**src/rtl/bitty_bus_arb.sv**
```systemverilog
// Arbiter sharing one single-port SRAM between instruction fetch and data masters.
// Optional BUS_ARB_PERF_EN adds saturating per-master stall-cycle counters.
module bitty_bus_arb #(
    parameter int unsigned STARVE_LIMIT = 4
) (
    input  logic        clk,
    input  logic        rst,
    input  logic        if_req_i,
    input  logic [31:0] if_addr_i,
    output logic        if_gnt_o,
    output logic        if_rvalid_o,
    output logic [31:0] if_rdata_o,
    input  logic        d_req_i,
    input  logic        d_we_i,
    input  logic [3:0]  d_sel_i,
    input  logic [31:0] d_addr_i,
    input  logic [31:0] d_wdata_i,
    output logic        d_gnt_o,
    output logic        d_rvalid_o,
    output logic [31:0] d_rdata_o,
    output logic        mem_ce_o,
    output logic        mem_we_o,
    output logic [3:0]  mem_sel_o,
    output logic [31:0] mem_addr_o,
    output logic [31:0] mem_wdata_o,
    input  logic [31:0] mem_rdata_i,
    output logic        stall_o
`ifdef BUS_ARB_PERF_EN
    ,
    output logic [31:0] if_stall_cnt_o,
    output logic [31:0] d_stall_cnt_o
`endif
);

    // Handshake: a master holds req (and its command) until it sees gnt in the
    // same cycle; gnt completes the command, reads return with rvalid one cycle later.

    localparam logic [3:0] LIMIT = 4'(STARVE_LIMIT);

    typedef enum logic [1:0] {
        RD_NONE = 2'd0,
        RD_IF   = 2'd1,
        RD_DATA = 2'd2
    } rd_owner_t;

    rd_owner_t   r_rd_owner;
    rd_owner_t   w_rd_owner_nxt;
    logic [3:0]  r_starve_cnt;
    logic        w_force_if;
    logic        w_if_gnt;
    logic        w_d_gnt;

    // Grants are held off during reset so the memory port goes quiet immediately.
    assign w_force_if = if_req_i & (r_starve_cnt == LIMIT);
    assign w_d_gnt    = ~rst & d_req_i & ~w_force_if;
    assign w_if_gnt   = ~rst & if_req_i & ~w_d_gnt;

    always_ff @(posedge clk or posedge rst) begin
        if (rst) begin
            r_starve_cnt <= 4'd0;
        end else if (!if_req_i || w_if_gnt) begin
            r_starve_cnt <= 4'd0;
        end else if (w_d_gnt && r_starve_cnt != LIMIT) begin
            r_starve_cnt <= r_starve_cnt + 4'd1;
        end
    end

    always_ff @(posedge clk or posedge rst) begin
        if (rst) begin
            r_rd_owner <= RD_NONE;
        end else begin
            r_rd_owner <= w_rd_owner_nxt;
        end
    end

    always_comb begin
        w_rd_owner_nxt = RD_NONE;
        if (w_if_gnt) begin
            w_rd_owner_nxt = RD_IF;
        end else if (w_d_gnt && !d_we_i) begin
            w_rd_owner_nxt = RD_DATA;
        end
    end

    always_comb begin
        mem_ce_o    = 1'b0;
        mem_we_o    = 1'b0;
        mem_sel_o   = 4'h0;
        mem_addr_o  = 32'h0;
        mem_wdata_o = 32'h0;
        if (w_d_gnt) begin
            mem_ce_o    = 1'b1;
            mem_we_o    = d_we_i;
            mem_sel_o   = d_sel_i;
            mem_addr_o  = d_addr_i;
            mem_wdata_o = d_wdata_i;
        end else if (w_if_gnt) begin
            mem_ce_o    = 1'b1;
            mem_sel_o   = 4'hF;
            mem_addr_o  = if_addr_i;
        end
    end

    assign if_gnt_o    = w_if_gnt;
    assign d_gnt_o     = w_d_gnt;
    assign if_rvalid_o = (r_rd_owner == RD_IF);
    assign d_rvalid_o  = (r_rd_owner == RD_DATA);
    assign if_rdata_o  = if_rvalid_o ? mem_rdata_i : 32'h0;
    assign d_rdata_o   = d_rvalid_o ? mem_rdata_i : 32'h0;
    assign stall_o     = (if_req_i & ~w_if_gnt) | (d_req_i & ~w_d_gnt);

`ifdef BUS_ARB_PERF_EN
    logic [31:0] r_if_stall_cnt;
    logic [31:0] r_d_stall_cnt;

    always_ff @(posedge clk or posedge rst) begin
        if (rst) begin
            r_if_stall_cnt <= 32'h0;
            r_d_stall_cnt  <= 32'h0;
        end else begin
            if (if_req_i && !w_if_gnt && r_if_stall_cnt != 32'hFFFF_FFFF) begin
                r_if_stall_cnt <= r_if_stall_cnt + 32'd1;
            end
            if (d_req_i && !w_d_gnt && r_d_stall_cnt != 32'hFFFF_FFFF) begin
                r_d_stall_cnt <= r_d_stall_cnt + 32'd1;
            end
        end
    end

    assign if_stall_cnt_o = r_if_stall_cnt;
    assign d_stall_cnt_o  = r_d_stall_cnt;
`endif

endmodule

```
**config.mk**
```make
export PLATFORM = sky130hd
export DESIGN_NAME = bitty_bus_arb
export DESIGN_NICKNAME = d
export VERILOG_FILES = /design/src/rtl/bitty_bus_arb.sv
export SDC_FILE = /design/constraint.sdc
export NUM_CORES = 1
export LEC_CHECK = 0
export BUFFER_PORTS_ARGS = -buffer_cell sky130_fd_sc_hd__clkbuf_2
export CORE_AREA = 2 2 108 110
export DETAILED_ROUTE_END_ITERATION = 10
export DIE_AREA = 0 0 110 112
export HOLD_SLACK_MARGIN = 0.08
export PLACE_DENSITY = 0.47
export SETUP_SLACK_MARGIN = 0.3
export SLEW_MARGIN = 40
export SYNTH_ARGS = -nofsm -noshare
export SYNTH_HDL_FRONTEND = slang
export SYNTH_SLANG_ARGS = --single-unit
export TNS_END_PERCENT = 5
```
**constraint.sdc**
```tcl
create_clock -name clk -period 3.6 [get_ports clk]
set_input_delay 0.72 -clock clk [delete_from_list [all_inputs] [get_ports clk]]
set_output_delay 0.72 -clock clk [all_outputs]
set_load 0.01 [all_outputs]
```
# Yosys cells after proc, flatten, opt, wreduce, memory -nomap -nowiden
# Index checks and enable logic that the tools add are counted.
[op_classes]
add_sub_neg = 1
eq_ne = 4
mux = 14
n_bitwise = 12
reduce_logical = 6
[ops]
columns = ["op", "count"]
rows = [
  ["$mux 32", 5],
  ["$mux 4", 4],
  ["$and 1x1->1", 7],
  ["$add 4x1->4 const B", 1],
  ["$eq 4x3->1 const B", 1],
  ["$mux 2", 2],
  ["$ne 4x3->1 const B", 1],
  ["$not 1->1", 4],
  ["$mux 1", 3],
  ["$eq 2x1->1 const B", 1],
  ["$eq 2x2->1 const B", 1],
  ["$logic_and 1x1->1", 2],
  ["$logic_not 1->1", 2],
  ["$reduce_bool 2->1", 1],
  ["$logic_or 1x1->1", 1],
  ["$or 1x1->1", 1],
]
[word_totals]
ff_bits = 6
in_bits = 137
out_inout_bits = 139
word_cells = 39

# Logic depth before layout (Yosys ltp)
# Gate-level depths: netlist (run 1).
[depth]
ltp_word = 9
depth_mapped = 8
depth_no_buf = 6

# Worst setup path before layout (run 1)
# No wires, ideal clock.
[synth_timing]
path_type = "input to output"
start = "in rst"
end = "out mem_addr_o[15]"
arrival_time_ns = 1.665
required_ns = 2.880
setup_slack_ns = 1.215
path_stages = 7
cell_sequence = "buf_6 nand2b_1 a21o_4 inv_2 buf_6 buf_6 a22o_1"
[synth_via]
elab_chain_len = 7
[synth_rtl]
columns = ["item", "line_no", "rtl"]
rows = [
  ["start, declared", "7", "input logic rst,"],
  ["$not 1->1 (*)", "55, 56", ""],
  ["$and 1x1->1 (2 in a row)", "55", "assign w_d_gnt = ~rst & d_req_i & ~w_force_if;"],
  ["$not 1->1", "56", "assign w_if_gnt = ~rst & if_req_i & ~w_d_gnt;"],
  ["$and 1x1->1", "56", ""],
  ["$mux 32", "97", "end else if (w_if_gnt) begin"],
  ["$mux 32 (*)", "91", "if (w_d_gnt) begin"],
  ["end, declared", "24", "output logic [31:0] mem_addr_o,"],
]
# Mark *: on every way between the ends. The rest lies on a longest branch, timed or not.

# Worst setup path in the final report (run 1)
[layout_timing]
start = "reg r_starve_cnt[0]"
end = "out mem_addr_o[28]"
[layout_via]
elab_chain_len = 8
[layout_rtl]
columns = ["item", "line_no", "rtl"]
rows = [
  ["start, declared", "48", "logic [3:0] r_starve_cnt;"],
  ["start signal, assigned", "64", "r_starve_cnt <= r_starve_cnt + 4'd1;"],
  ["$eq 4x3->1 (*)", "54", "assign w_force_if = if_req_i & (r_starve_cnt == LIMIT);"],
  ["$and 1x1->1 (*)", "54", ""],
  ["$not 1->1 (*)", "55", ""],
  ["$and 1x1->1 (*)", "55", ""],
  ["$not 1->1", "56", ""],
  ["$and 1x1->1", "56", ""],
  ["$mux 32", "97", ""],
  ["$mux 32 (*)", "91", ""],
]
# Marks and branches as above.

==> impl_metrics.toml, run 1 <==
[floorplanning]
rows = 39
die_w_um = 110
pin_count = 276
die_h_um = 112
core_um2 = 11200
dieArea_um2 = 12300
initial_core_util = 0.126

[timing]
min_period_ns = 3.06
slew_viol_final = 0
whs_ns = 0.514
maxSlewHeadroom = 0.715
setup_viol = 0
rsz0062_at_grt = "false"
fin_crit_sh = 0.849
skew_ns = 0.000662
report.final.hold_viol_count = 0
clock.fmax_mhz = 327
tightest_slew_ns = 0.427
tns_ns = 0

[drt]
drc_errors = 0
vias_per_cell = 4.06
firstDrtPassIters = 4
dr_total_vias = 2438
routedWlPerCell_um = 14.4
drt_iter0_markers = 66
ant_nets = 0
drt-total-wl_mm = 8.63

[synthesis]
ys.warnings.count = 0
yosysUniqueCellTypes = 29
ys.flop_type = "dfrtp_1"
synthArstFlopShare = 1.00
synth_nets = 331
synth_edf_count = 0
ys_ff_latch = 6
synthCells = 192
synth_area_um2 = 1410
synth_seq_area_share = 0.107
synth_area_per_cell_um2 = 7.33

[clock_tree]
clock_latency_ns = 0.23
root_buffer = "clkbuf_16"
post_cts_buffers = 0
cts_buffer_depth = 2
cts_resized = 0
postCtsHoldBufs = 0
clk_pin_slew_ns = 0.03
htree_levels = 1
cts_made_buffers = 3
cts_tree = "done"
cts_sinks = 6

[setup_path]
r2r-start = "r_starve_cnt[0]"
cp-start-kind = "flop"
crit_fanout = 32
r2r_slack_ns = 2.23
r2r-end = "r_starve_cnt[3]"
crit_path_end_kind = "output port"
critPathArrivalTime_ns = 2.34
reg2regPathDepth = 4
cp.required_ns = 2.88
path_class = "flop to output port"

[layout]
mostFrequentLayoutCell = "clkbuf_2"
utilization = 0.265
design_area_um2 = 2960
antenna_cells = 0
final_cell_mix = "275 x clkbuf_2, 97 x and2_1, 32 x a22o_1, 6 x nand3_1, 6 x dfrtp_1"
layout-drive-gt1-share = 0.626
layout.nets = 598
syn2layout_area_growth_pct = 110

[placed_design]
dp_hpwl_mm = 7.79
port_buffers = 275
placed_area_um2 = 2890
routabilityCongestion = 0.889

[status]
status = "completed"

[job]
maxCapViolCount = 0

[grt]
antenna_found_initial = 0
grt_util_all_layers = 0.124
grt_pass1_vias = 2172
grt_pass1_wl_mm = 11.8
grt-ovfl-total = 0
grt_max_degree = 34

[power_and_ir_drop]
powerDensity_nw_per_um2 = 174
ir_drop_v = 0.000103
p_leak_nw = 1.84

[hold_path]
hold_class = "input pin to async pin"
==> synth_stat cells (2+ instances only) <==
| master | instances | area (µm²) |
|---|---|---|
| o21a_1 | 4 | 30.0 |
| and2_1 | 97 | 607 |
| buf_4 | 2 | 15.0 |
| inv_1 | 4 | 15.0 |
| ha_1 | 2 | 25.0 |
| buf_6 | 4 | 45.0 |
| clkbuf_1 | 6 | 22.5 |
| nor2_1 | 3 | 11.3 |
| buf_2 | 6 | 30.0 |
| dfrtp_1 | 6 | 150 |
| a22o_1 | 32 | 280 |
| nand3_1 | 6 | 30.0 |
| nor2b_1 | 2 | 12.5 |
| nand2b_1 | 3 | 18.8 |
==> critical path, stage by stage (launching register included) <==
cell and delay, ns:
dfrtp_1 0.39, inv_1 0.08, ha_1 0.23, and3b_1 0.18, a21o_4 0.24, inv_2 0.32
buf_4 0.32, a22o_1 0.19, clkbuf_2 0.13
==> cell families (layout without fill, tap and decap cells) <==
group | Yosys count | after routing | synth area share
AOI/OAI and AO/OA | 42 | 42 | 0.255
adders and majority gates | 3 | 3 | 0.0249
buffers and inverters | 23 | 288 | 0.0933
DFF | 6 | 6 | 0.107
and+or+nand+nor | 118 | 118 | 0.520
==> final cells by class <==
cell class	count	area, µm²
inverters	5	18.8
clock buffers	3	75.1
flip-flops and latches	6	150
multi-input cells	163	1130
well taps	143	179
repair buffers	280	1410
fillers	1260	8210
==> layer usage <==
layer,wire length (µm),track usage,vias to the layer above
met5,0,0,-
met4,11,0.0152,0
met3,863,0.0287,2
met2,4350,0.233,163
met1,3400,0.145,1089
li1,-,-,1184
==> registers in the layout, indices dropped and copies added, names as in the netlist <==
| signal | cells |
|---|---|
| r_rd_owner | 2 |
| r_starve_cnt | 4 |
==> power by group <==
| part | switching (mW) | internal (mW) |
|---|---|---|
| Sequential | 0.00143 | 0.0697 |
| Clock | 0.0359 | 0.142 |
| Combinational | 0.133 | 0.132 |
| Total | 0.170 | 0.344 |
==> stage by stage <==
stage	power (mW)	cells	worst slack, ns
6_report	0.515	600	0.544
5_1_grt	0.546	600	0.424
4_1_cts	0.521	600	0.571
3_5_place_dp	0.342	597	0.618
3_3_place_gp	0.340	597	0.680
2_1_floorplan	0.188	192	1.21
==> worst max path at each step <==
stage / start / to / slack (ns) / cells past startpoint
2_1_floorplan: rst / mem_addr_o[15] / 1.21 / 7
3_3_place_gp: rst / mem_wdata_o[24] / 0.68 / 7
3_5_place_dp: rst / mem_addr_o[28] / 0.62 / 7
4_1_cts: r_starve_cnt[0] / mem_addr_o[28] / 0.57 / 8
5_1_grt: r_starve_cnt[0] / mem_addr_o[28] / 0.42 / 8
6_report: r_starve_cnt[0] / mem_addr_o[28] / 0.54 / 8
(Power assumes the default switching activity.)
==> run 2: changes to the inputs <==
- ABC_AREA: not set -> 1
- CORE_AREA: 2 2 108 110 -> 2 2 107 109
- DIE_AREA: 0 0 110 112 -> 0 0 109 111
- PLACE_DENSITY: 0.47 -> 0.51
- clock period: 3.6 -> 2.6 ns (I/O delays scaled with it)
==> run 2 against run 1 <==
Die area shrank 1.8%. Register-to-register slack worse by 1.0 ns. Sequential power rose by 38%.
==> impl_metrics.toml, run 2 <==
[status]
status = "completed"

[synthesis]
ys_top_cells_by_count = "99 x nor2_1, 87 x nand2_1, 74 x inv_1, 34 x nand3_1, 7 x buf_2"
synth_area_um2 = 1560
synth_edf_count = 0
synth_seq_area_share = 0.0963
ys.flop_type = "dfrtp_1"
synthCells = 337
synthMostInstantiatedCell = "nor2_1"
synthArstFlopShare = 1.00
synth_area_per_cell_um2 = 4.63
synth_nets = 476
synth_top_area_cell = "nor2_1"
synth.top_cells.by_area = "nor2_1 24%, nand2_1 21%, inv_1 18%, nand3_1 11%, dfrtp_1 9.6%"
synth_top_area_frac = 0.238
ys.warnings.count = 0
yosysUniqueCellTypes = 18
ys_ff_latch = 6

[job]
maxCapViolCount = 0

[timing]
tns_ns = 0
fin_crit_sh = 0.849
setup_viol = 0
min_period_ns = 2.21
tightest_slew_ns = 0.650
maxSlewHeadroom = 0.566
rsz0062_at_grt = "true"
slew_viol_final = 0
clock.fmax_mhz = 453
report.final.hold_viol_count = 0
skew_ns = 0.000404
whs_ns = 0.353

[setup_path]
cp.required_ns = 2.08
crit_path_end_kind = "output port"
cp-start-kind = "flop"
r2r-end = "r_rd_owner[0]"
reg2regPathDepth = 6
path_class = "flop to output port"
crit_fanout = 32
critPathArrivalTime_ns = 1.69
r2r_slack_ns = 1.21
r2r-start = "r_starve_cnt[0]"

[grt]
grt_pass1_wl_mm = 10.6
grt-ovfl-total = 0
antenna_found_initial = 0
grt_max_degree = 38
grt_pass1_vias = 2298
grt_util_all_layers = 0.106

[placed_design]
dp_hpwl_mm = 6.12
routabilityCongestion = 0.790
port_buffers = 275

[layout]
syn2layout_area_growth_pct = 101
fillers = 1281
antenna_cells = 0
top_regs = "r_starve_cnt: 4 flops, r_rd_owner: 2 flops"
final_cell_mix = "275 x clkbuf_2, 99 x nor2_1, 87 x nand2_1, 73 x inv_1, 34 x nand3_1"
seqCellArea_um2 = 150
layout-drive-gt1-share = 0.486
mostFrequentLayoutCell = "clkbuf_2"
utilization = 0.283
largest_register_ffs = 4
layout.nets = 742
multiInputGateArea_um2 = 996
regMostFlops = "r_starve_cnt"

[drt]
drt_iter0_markers = 123
drt-total-wl_mm = 7.21
routedWlPerCell_um = 9.69
ant_nets = 0
firstDrtPassIters = 4
dr_total_vias = 2782
vias_per_cell = 3.74
drc_errors = 0

[power_and_ir_drop]
powerDensity_nw_per_um2 = 239
switching_share = 0.365
clock_power_share = 0.328
ir_drop_v = 0.000130
seqPwrFrac = 0.132
p_leak_nw = 2.34
pwr-share-comb = 0.540
p_int_uw = 474
netSwitchingPower_uw = 273

[floorplanning]
pin_count = 276
rows = 39
die_w_um = 109
dieArea_um2 = 12100
core_um2 = 11100
die_h_um = 111
initial_core_util = 0.141

[clock_tree]
htree_levels = 1
cts_made_buffers = 3
post_cts_buffers = 0
clock_latency_ns = 0.22
cts_buffer_depth = 2
clk_pin_slew_ns = 0.03
cts_sinks = 6
cts_tree = "done"
root_buffer = "clkbuf_16"

[hold_path]
hold_class = "input pin to async pin"
run 2: cells by family after synthesis:
kind of cell             after synthesis  synth area share
flip-flops                             6            0.0963
adder cells (fa/ha/maj)                2            0.0160
buffers and inverters                 96             0.265
AO/OA/AOI/OAI                          1           0.00321
AND/OR/NAND/NOR                      231             0.614
XOR/XNOR                               1           0.00562
run 2: critical path, cell delays in order (launching register included):
cell and delay, ns:
dfrtp_1 0.41, inv_1 0.09, ha_1 0.16, nand3_1 0.09
nand2_2 0.18, buf_12 0.21, nand3_1 0.09, nand2_1 0.09
clkbuf_2 0.13
run 2: repair_timing:
item | CTS | global route
cloned | 0 | 0
hold endpoints to repair | 0 | 0
pin swaps | 0 | 0
endpoints found under the setup margin | 1 | 38
hold buffers | 0 | 0
resized for setup | 1 | 2
run 2: layer usage:
layer	up-vias	part of all wire	GRT usage	wire, µm
met5	-	0	0	0
li1	1495	-	-	-
met4	0	0.0079	0.0205	57
met1	1161	0.38	0.120	2750
met3	4	0.079	0.0135	568
met2	122	0.53	0.207	3830
run 2: through the flow:
step	setup slack, ns	cells	power (mW)	cell area (µm²)
after detailed placement	0.461	741	0.505	3050
after floorplan	0.771	337	0.295	1560
after global placement	0.459	741	0.507	3050
final	0.392	744	0.747	3130
after CTS	0.342	744	0.760	3130
after global routing	0.250	744	0.806	3130
run 2: power by group through the flow:
stage	combinational (mW)	clock (mW)	sequential, mW
2_1_floorplan	0.196	0	0.0992
4_1_cts	0.407	0.254	0.0984
5_1_grt	0.450	0.257	0.0989
6_report	0.403	0.245	0.0984
3_5_place_dp	0.405	0	0.0995
3_3_place_gp	0.408	0	0.0995
run 2: cell type report:
class	count	area share
Sequential cell	6	0.0479
Clock buffer	3	0.0240
Timing Repair Buffer	281	0.460
Multi-Input combinational cell	235	0.318
Tap cell	143	0.0571
Inverter	76	0.0927
run 2: how the worst max path moves through the flow:
stage | from | slack, ns | cells past startpoint | end
4_1_cts | r_starve_cnt[0] | 0.34 | 7 | if_gnt_o
6_report | r_starve_cnt[0] | 0.39 | 8 | mem_addr_o[15]
5_1_grt | r_starve_cnt[0] | 0.25 | 7 | if_gnt_o
3_5_place_dp | if_req_i | 0.46 | 7 | stall_o
2_1_floorplan | rst | 0.77 | 7 | mem_addr_o[10]
3_3_place_gp | if_req_i | 0.46 | 7 | stall_o
